--- src/rtl/regfile_wr_arbiter.sv ---
// regfile_wr_arbiter: owns the single RegFile write port and shares it among
// three writers. Immediate load always targets r0. Load and ALU writebacks
// carry their own address. Selection uses fixed priority Imm > Ld > Alu.
// An Alu or Ld request that has been denied MAX_WAIT cycles in a row is
// promoted above everything else, so no writer starves.
// Grants are combinational. The write reaches the RegFile one cycle later,
// through registered RegWriteEn/WrAddr/WrData.
// Optional feature: define RF_BYPASS_EN to expose the in-flight write on
// BypassHit/BypassData for a same-cycle reader at RdAddr.
module regfile_wr_arbiter #(
    parameter int W        = 8,
    parameter int D        = 4,
    parameter int MAX_WAIT = 3
) (
    input  logic         Clk,
    input  logic         Reset_n,
    input  logic         Hold,
    input  logic         ImmReq,
    input  logic [W-1:0] ImmData,
    output logic         ImmGnt,
    input  logic         LdReq,
    input  logic [D-1:0] LdAddr,
    input  logic [W-1:0] LdData,
    output logic         LdGnt,
    input  logic         AluReq,
    input  logic [D-1:0] AluAddr,
    input  logic [W-1:0] AluData,
    output logic         AluGnt,
    output logic         RegWriteEn,
    output logic [D-1:0] WrAddr,
    output logic [W-1:0] WrData,
    input  logic [D-1:0] RdAddr,
    output logic         BypassHit,
    output logic [W-1:0] BypassData
);

    localparam logic [2:0] WAIT_MAX = 3'(MAX_WAIT);

    typedef enum logic [1:0] {
        SRC_NONE,
        SRC_IMM,
        SRC_LD,
        SRC_ALU
    } src_e;

    src_e         sel;
    logic [2:0]   ld_wait_q, ld_wait_d;
    logic [2:0]   alu_wait_q, alu_wait_d;
    logic         we_q, we_d;
    logic [D-1:0] addr_q, addr_d;
    logic [W-1:0] data_q, data_d;

    // Pick at most one requester: aged Alu, then aged Ld, then Imm > Ld > Alu.
    always_comb begin
        // NOTE: every combinational output gets a default first, so no path leaves it unassigned and infers a latch.
        sel = SRC_NONE;
        if (Reset_n && !Hold) begin
            if (AluReq && alu_wait_q == WAIT_MAX)     sel = SRC_ALU;
            else if (LdReq && ld_wait_q == WAIT_MAX)  sel = SRC_LD;
            else if (ImmReq)                          sel = SRC_IMM;
            else if (LdReq)                           sel = SRC_LD;
            else if (AluReq)                          sel = SRC_ALU;
        end
    end

    assign ImmGnt = (sel == SRC_IMM);
    assign LdGnt  = (sel == SRC_LD);
    assign AluGnt = (sel == SRC_ALU);

    // Next write-port contents and aging counters for the coming edge.
    always_comb begin
        we_d       = 1'b0;
        addr_d     = addr_q;
        data_d     = data_q;
        ld_wait_d  = ld_wait_q;
        alu_wait_d = alu_wait_q;

        case (sel)
            SRC_IMM: begin
                we_d   = 1'b1;
                addr_d = '0;
                data_d = ImmData;
            end
            SRC_LD: begin
                we_d   = 1'b1;
                addr_d = LdAddr;
                data_d = LdData;
            end
            SRC_ALU: begin
                we_d   = 1'b1;
                addr_d = AluAddr;
                data_d = AluData;
            end
            default: ;
        endcase

        // Counters freeze under Hold. Otherwise they clear on grant or on an
        // idle request line, and count denied cycles up to saturation.
        if (!Hold) begin
            if (!LdReq || sel == SRC_LD)    ld_wait_d = '0;
            else if (ld_wait_q < WAIT_MAX)  ld_wait_d = ld_wait_q + 3'd1;

            if (!AluReq || sel == SRC_ALU)  alu_wait_d = '0;
            else if (alu_wait_q < WAIT_MAX) alu_wait_d = alu_wait_q + 3'd1;
        end
    end

    // Write-port and counter registers; reset drops any write in flight.
    always_ff @(posedge Clk or negedge Reset_n) begin
        if (!Reset_n) begin
            we_q       <= 1'b0;
            addr_q     <= '0;
            data_q     <= '0;
            ld_wait_q  <= '0;
            alu_wait_q <= '0;
        end else begin
            // NOTE: non-blocking assignments keep every register reading pre-edge values.
            we_q       <= we_d;
            addr_q     <= addr_d;
            data_q     <= data_d;
            ld_wait_q  <= ld_wait_d;
            alu_wait_q <= alu_wait_d;
        end
    end

    assign RegWriteEn = we_q;
    assign WrAddr     = addr_q;
    assign WrData     = data_q;

`ifdef RF_BYPASS_EN
    assign BypassHit  = we_q && (addr_q == RdAddr);
    assign BypassData = BypassHit ? data_q : '0;
`else
    logic unused_rd_addr;
    assign unused_rd_addr = ^RdAddr;
    assign BypassHit      = 1'b0;
    assign BypassData     = '0;
`endif

endmodule

--- config.mk ---
export PLATFORM = sky130hd
export DESIGN_NAME = regfile_wr_arbiter
export DESIGN_NICKNAME = d
export VERILOG_FILES = /design/src/rtl/regfile_wr_arbiter.sv
export SDC_FILE = /design/constraint.sdc
export NUM_CORES = 1
export LEC_CHECK = 0
export BUFFER_PORTS_ARGS = -buffer_cell sky130_fd_sc_hd__clkbuf_2
export CORE_ASPECT_RATIO = 1.2
export CORE_MARGIN = 2
export CORE_UTILIZATION = 45
export DETAILED_ROUTE_END_ITERATION = 8
export PLACE_DENSITY = 0.79
export SLEW_MARGIN = 30
export SYNTH_ARGS = -nofsm -noshare
export SYNTH_HDL_FRONTEND = slang
export SYNTH_SLANG_ARGS = --single-unit
--- constraint.sdc ---
create_clock -name Clk -period 2.9 [get_ports Clk]
set_input_delay 0.58 -clock Clk [delete_from_list [all_inputs] [get_ports Clk]]
set_output_delay 0.58 -clock Clk [all_outputs]
set_load 0.02 [all_outputs]
==> results.cfg, run 1 <==
[cts]
cts.path.max_buffers = 2
cts_sinks = 19
cts_buffers = 3
clkTransAtPathRegs_ps = 110
root_buffer = clkbuf_4
cts_tree = yes
cts_resized = 0
worstSkewPairLatency_ps = 290
cts_hold_buf = 0
post-cts-setup-buffers = 0
htreeDepth = 1

[floorplanning]
die_h_um = 62.3
die_w_um = 52.6
start_util_pct = 46.3
die-area_um2 = 3280
io_pins = 67
core_um2 = 2760
rows = 21

[synth]
yosysTopAreaCellShare_pct = 37.3
syn_inst = 125
synth_seq_cells = 19
synthTopCellsByArea = dfrtp_1 (37%), mux2i_1 (9.4%), a221oi_2 (7.1%)
synth_top_cell_by_area = dfrtp_1
ys_seq_area_share_pct = 37.3
syn_area_per_cell_um2 = 10.2
syn_area_um2 = 1280
ys_warn_count = 0
synthDistinctLibCells = 33

[timing]
hold_ws_ps = 247
rsz0062_at_grt = false
final-hold-violation-count = 0
layout_min_cycle_time_ps = 2710
setup_viol = 0
final.setup.worst_slack_ps = 191
maxSlewHeadroom_pct = 65.8
max_freq_mhz = 369
timing.final.crit_share_pct = 93.4
tightest_slew_ps = 509
tns_ps = 0
skew_ps = 3.53
slew_viol_final = 0

[critical_path]
crit_family = simple AND/OR/NAND/NOR gates
critical_path_class = reg -> out
cp-start-kind = register
reg2reg_depth = 7
r2r-end = WrData[0]
slowest_stage = dfrtp_1
crit_buf_inv = 1
required_ps = 2320
cp-end-kind = primary output
r2r_slack_ps = 720
cp.arrival_ps = 2130
r2r_start = ld_wait_q[0]
worstPathCellList = ha_1, ha_1, nand2b_1, a22oi_4, nor2_4, and2_2, clkbuf_2
max_stage_delay_ps = 440
crit_top_cell = ha_1
critPathMaxFanout = 9

[finish]
antenna_cells = 0
drive_above_1_share_pct = 43.9
layout_common_cells = clkbuf_2 (53), dfrtp_1 (19), nor2_1 (13), mux2i_1 (12), inv_1 (11)
num-nets-final = 227
final_common_cell = clkbuf_2
areaGrowthSynthToFinish_pct = 22.2

[placed_design]
dp_hpwl_um = 2180
place.port_buffers = 53
place_congestion = 0.765
preCtsSetupSlack_ps = 361

[drt]
routed_wl_um = 2650
post_drt_wl_per_cell_um = 12.4
ant_nets = 0
via_per_inst = 5.09
dr_total_vias = 1090
drc = 0
drtIter0Drc = 8
dr.pass1.iters = 4

[outcome]
status = complete, no violations

[global_route]
antenna_found_initial = 0
grt_pass1_wl_um = 4310
grt_max_degree = 20
track_usage_pct = 17.0
grt_overflow_total = 0
grt_pass1_vias = 1000

[power_and_ir_drop]
p_per_area_nw_per_um2 = 587
finalPower_mw = 0.916
irDropWorstVdd_mv = 0.379
leakagePower_nw = 0.841

[flow_run]
cap_violations = 0

[hold_path]
hp-class = in -> async
[cells in the mapped netlist]
master    number
clkbuf_1       2
conb_1         1
o21ai_0       10
nand2b_1       3
dfrtp_1       19
nand2_1        5
o211ai_1       2
a21oi_1        1
a221oi_2       6
nor2_1        13
ha_1           4
or2_2          1
nor3b_4        1
o21ba_2        1
mux2i_1       12
a32oi_1        1
buf_6          2
nor2_2         2
and2_2         1
o21ai_2        3
nor3_1         2
a22oi_4        2
a211oi_1       2
nand2b_2       1
nand3_1        1
inv_1         11
buf_4          9
o211a_1        1
a221oi_1       2
o22a_1         1
buf_12         1
a31oi_1        1
o21a_1         1
[worst max path at each step]
stage,depth (start not counted),slack (ps),from,end
after floorplan,6,670,alu_wait_q[0],LdGnt
after global placement,7,410,ld_wait_q[0],ImmGnt
after detailed placement,7,360,ld_wait_q[0],ImmGnt
after CTS,7,20,ld_wait_q[0],ImmGnt
after global routing,7,60,alu_wait_q[0],ImmGnt
final,7,190,alu_wait_q[0],ImmGnt
[state kept, by name, summed over array words and instances (netlist names)]
signal and count:
RegWriteEn 1, WrAddr 4, WrData 8, alu_wait_q 3, ld_wait_q 3
[worst reg2reg max path: stages, from the launching register on]
cell,delay [ps]
dfrtp_1,450
ha_1,230
ha_1,190
nand2b_2,200
a22oi_4,370
nor3b_4,90
buf_4,210
a221oi_1,330
[cells by family after synthesis]
| group | after synthesis | synth area share, % |
|---|---|---|
| multiplexers | 12 | 9.41 |
| buffers and inverters | 25 | 12.5 |
| adder cells (fa/ha/maj) | 4 | 3.92 |
| flip-flops | 19 | 37.3 |
| AO/OA/AOI/OAI | 34 | 24.5 |
| AND/OR/NAND/NOR | 30 | 12.2 |
| other | 1 | 0.294 |
[per-layer routing]
metal / vias up / routed length (um) / GRT usage, %
met5: - / 0 / 0
met4: 0 / 19 / 3.85
met3: 2 / 153 / 3.61
met2: 31 / 1420 / 30.8
met1: 521 / 1050 / 19.7
li1: 536 / - / -
[stage by stage]
step | utilization [%] | instances | cell area [um2]
after floorplan | - | 133 | 1310
after global placement | 55.3 | 210 | 1530
after detailed placement | 55.3 | 210 | 1530
after CTS | 56.3 | 214 | 1550
after global routing | 56.5 | 214 | 1560
final | 56.5 | 214 | 1560
[final cells by class]
cell class | count | area, um2
tap | 34 | 42.5
inverter | 11 | 41.3
multi-input combinational | 89 | 677
clock buffer | 3 | 22.5
fill | 257 | 1200
sequential | 19 | 475
clock inverter | 1 | 5.00
timing repair buffer | 57 | 295
[power breakdown]
part | leakage [nW] | switching (mW) | internal [mW] | total [mW]
Clock | 0.0177 | 0.0824 | 0.0512 | 0.134
Combinational | 0.596 | 0.213 | 0.168 | 0.380
Sequential | 0.227 | 0.0667 | 0.335 | 0.402
No activity file was read; power rests on OpenSTA's default activity.
==> run 2: changes to the inputs <==
- CELL_PAD_IN_SITES_DETAIL_PLACEMENT: not set -> 0
- CELL_PAD_IN_SITES_GLOBAL_PLACEMENT: not set -> 2
- CORE_UTILIZATION: 45 -> 25
- PLACE_DENSITY: 0.79 -> 0.77
==> results.cfg, run 2 (synthesized netlist as in run 1, its figures left out) <==
[cts]
post-cts-setup-buffers = 0
cts_buffers = 3
worstSkewPairLatency_ps = 250
clkTransAtPathRegs_ps = 70
cts_hold_buf = 0
htreeDepth = 1
cts.path.max_buffers = 2
cts_resized = 0
cts_tree = yes
cts_sinks = 19
root_buffer = clkbuf_8

[critical_path]
cp-end-kind = primary output
slowest_stage = nor2_2
cp-start-kind = register
cp.arrival_ps = 2140
r2r_start = alu_wait_q[0]
required_ps = 2320
crit_buf_inv = 1
max_stage_delay_ps = 450
critPathMaxFanout = 9
worstPathCellList = ha_1, ha_1, nand2_1, a22oi_4, nor2_2, and2_2, clkbuf_2
crit_family = simple AND/OR/NAND/NOR gates
critical_path_class = reg -> out
crit_start = ld_wait_q[0]
crit_top_cell = ha_1

[global_route]
grt_pass1_vias = 1023
track_usage_pct = 10.3
grt_max_degree = 20
antenna_found_initial = 0
grt_overflow_total = 0
grt_pass1_wl_um = 4750

[timing]
layout_min_cycle_time_ps = 2720
slew_viol_final = 0
skew_ps = 0.882
tightest_slew_ps = 648
rsz0062_at_grt = false
setup_viol = 0
maxSlewHeadroom_pct = 56.5
max_freq_mhz = 368
timing.final.crit_share_pct = 93.7
final-hold-violation-count = 0
tns_ps = 0

[power_and_ir_drop]
irDropWorstVdd_mv = 0.239
leakagePower_nw = 0.850
p_per_area_nw_per_um2 = 596

[finish]
drive_above_1_share_pct = 43.6
antenna_cells = 0
post-route-util_pct = 32.6
final_common_cell = clkbuf_2
largest_register_ffs = 8
stdcell_area_um2 = 1610
layout_common_cells = clkbuf_2 (53), dfrtp_1 (19), nor2_1 (13), mux2i_1 (12), inv_1 (11)
areaGrowthSynthToFinish_pct = 26.3
num-nets-final = 228

[floorplanning]
rows = 28
die-area_um2 = 5700
start_util_pct = 25.8
core_um2 = 4940
io_pins = 67
die_w_um = 69.2
die_h_um = 82.3

[drt]
post_drt_wl_per_cell_um = 11.8
routed_wl_um = 2840
drc = 0
ant_nets = 0
dr.pass1.iters = 4
via_per_inst = 4.32
drtIter0Drc = 21
dr_total_vias = 1042

[hold_path]
hp-class = in -> async

[placed_design]
place.port_buffers = 53
placed_area_um2 = 1570
place_congestion = 0.682
dp_hpwl_um = 2270

[flow_run]
cap_violations = 0

[outcome]
status = complete, no violations
run 2: worst paths after layout:
check / to / slack (ps) / cells after the start
min in group Clk: WrAddr[1] / 520 / 2
worst max-delay path: ImmGnt / 180 / 7
worst min register to register: WrAddr[1] / 520 / 2
worst min-delay path: WrAddr[3] / 300 / 2
worst max register to register: WrData[1] / 780 / 8
max in group asynchronous: RegWriteEn / 2400 / 2
run 2: power breakdown:
part / internal, mW / switching [mW]
clock network: 0.0975 / 0.0818
registers: 0.336 / 0.0654
logic: 0.169 / 0.211
run 2: final cells by class:
cell class,instances,area (um2)
inverter,11,41.3
timing repair buffer,58,303
sequential,19,475
clock buffer,4,45.0
fill,533,3330
multi-input combinational,89,672
tap,60,75.1
run 2: stage by stage:
stage | power (mW) | hold WS (ps) | cells | setup slack, ps
after global routing | 1.05 | 314 | 241 | 29.0
after detailed placement | 0.792 | 505 | 237 | 435
after global placement | 0.795 | 497 | 237 | 420
after CTS | 0.979 | 306 | 241 | 147
final | 0.961 | 303 | 241 | 184
after floorplan | 0.686 | 284 | 133 | 667
run 2: per-layer routing:
metal | wire (um) | global-route usage [%]
met2 | 1220 | 15.9
met1 | 1330 | 13.7
met4 | 40 | 4.71
met5 | 0 | 0
met3 | 248 | 2.55
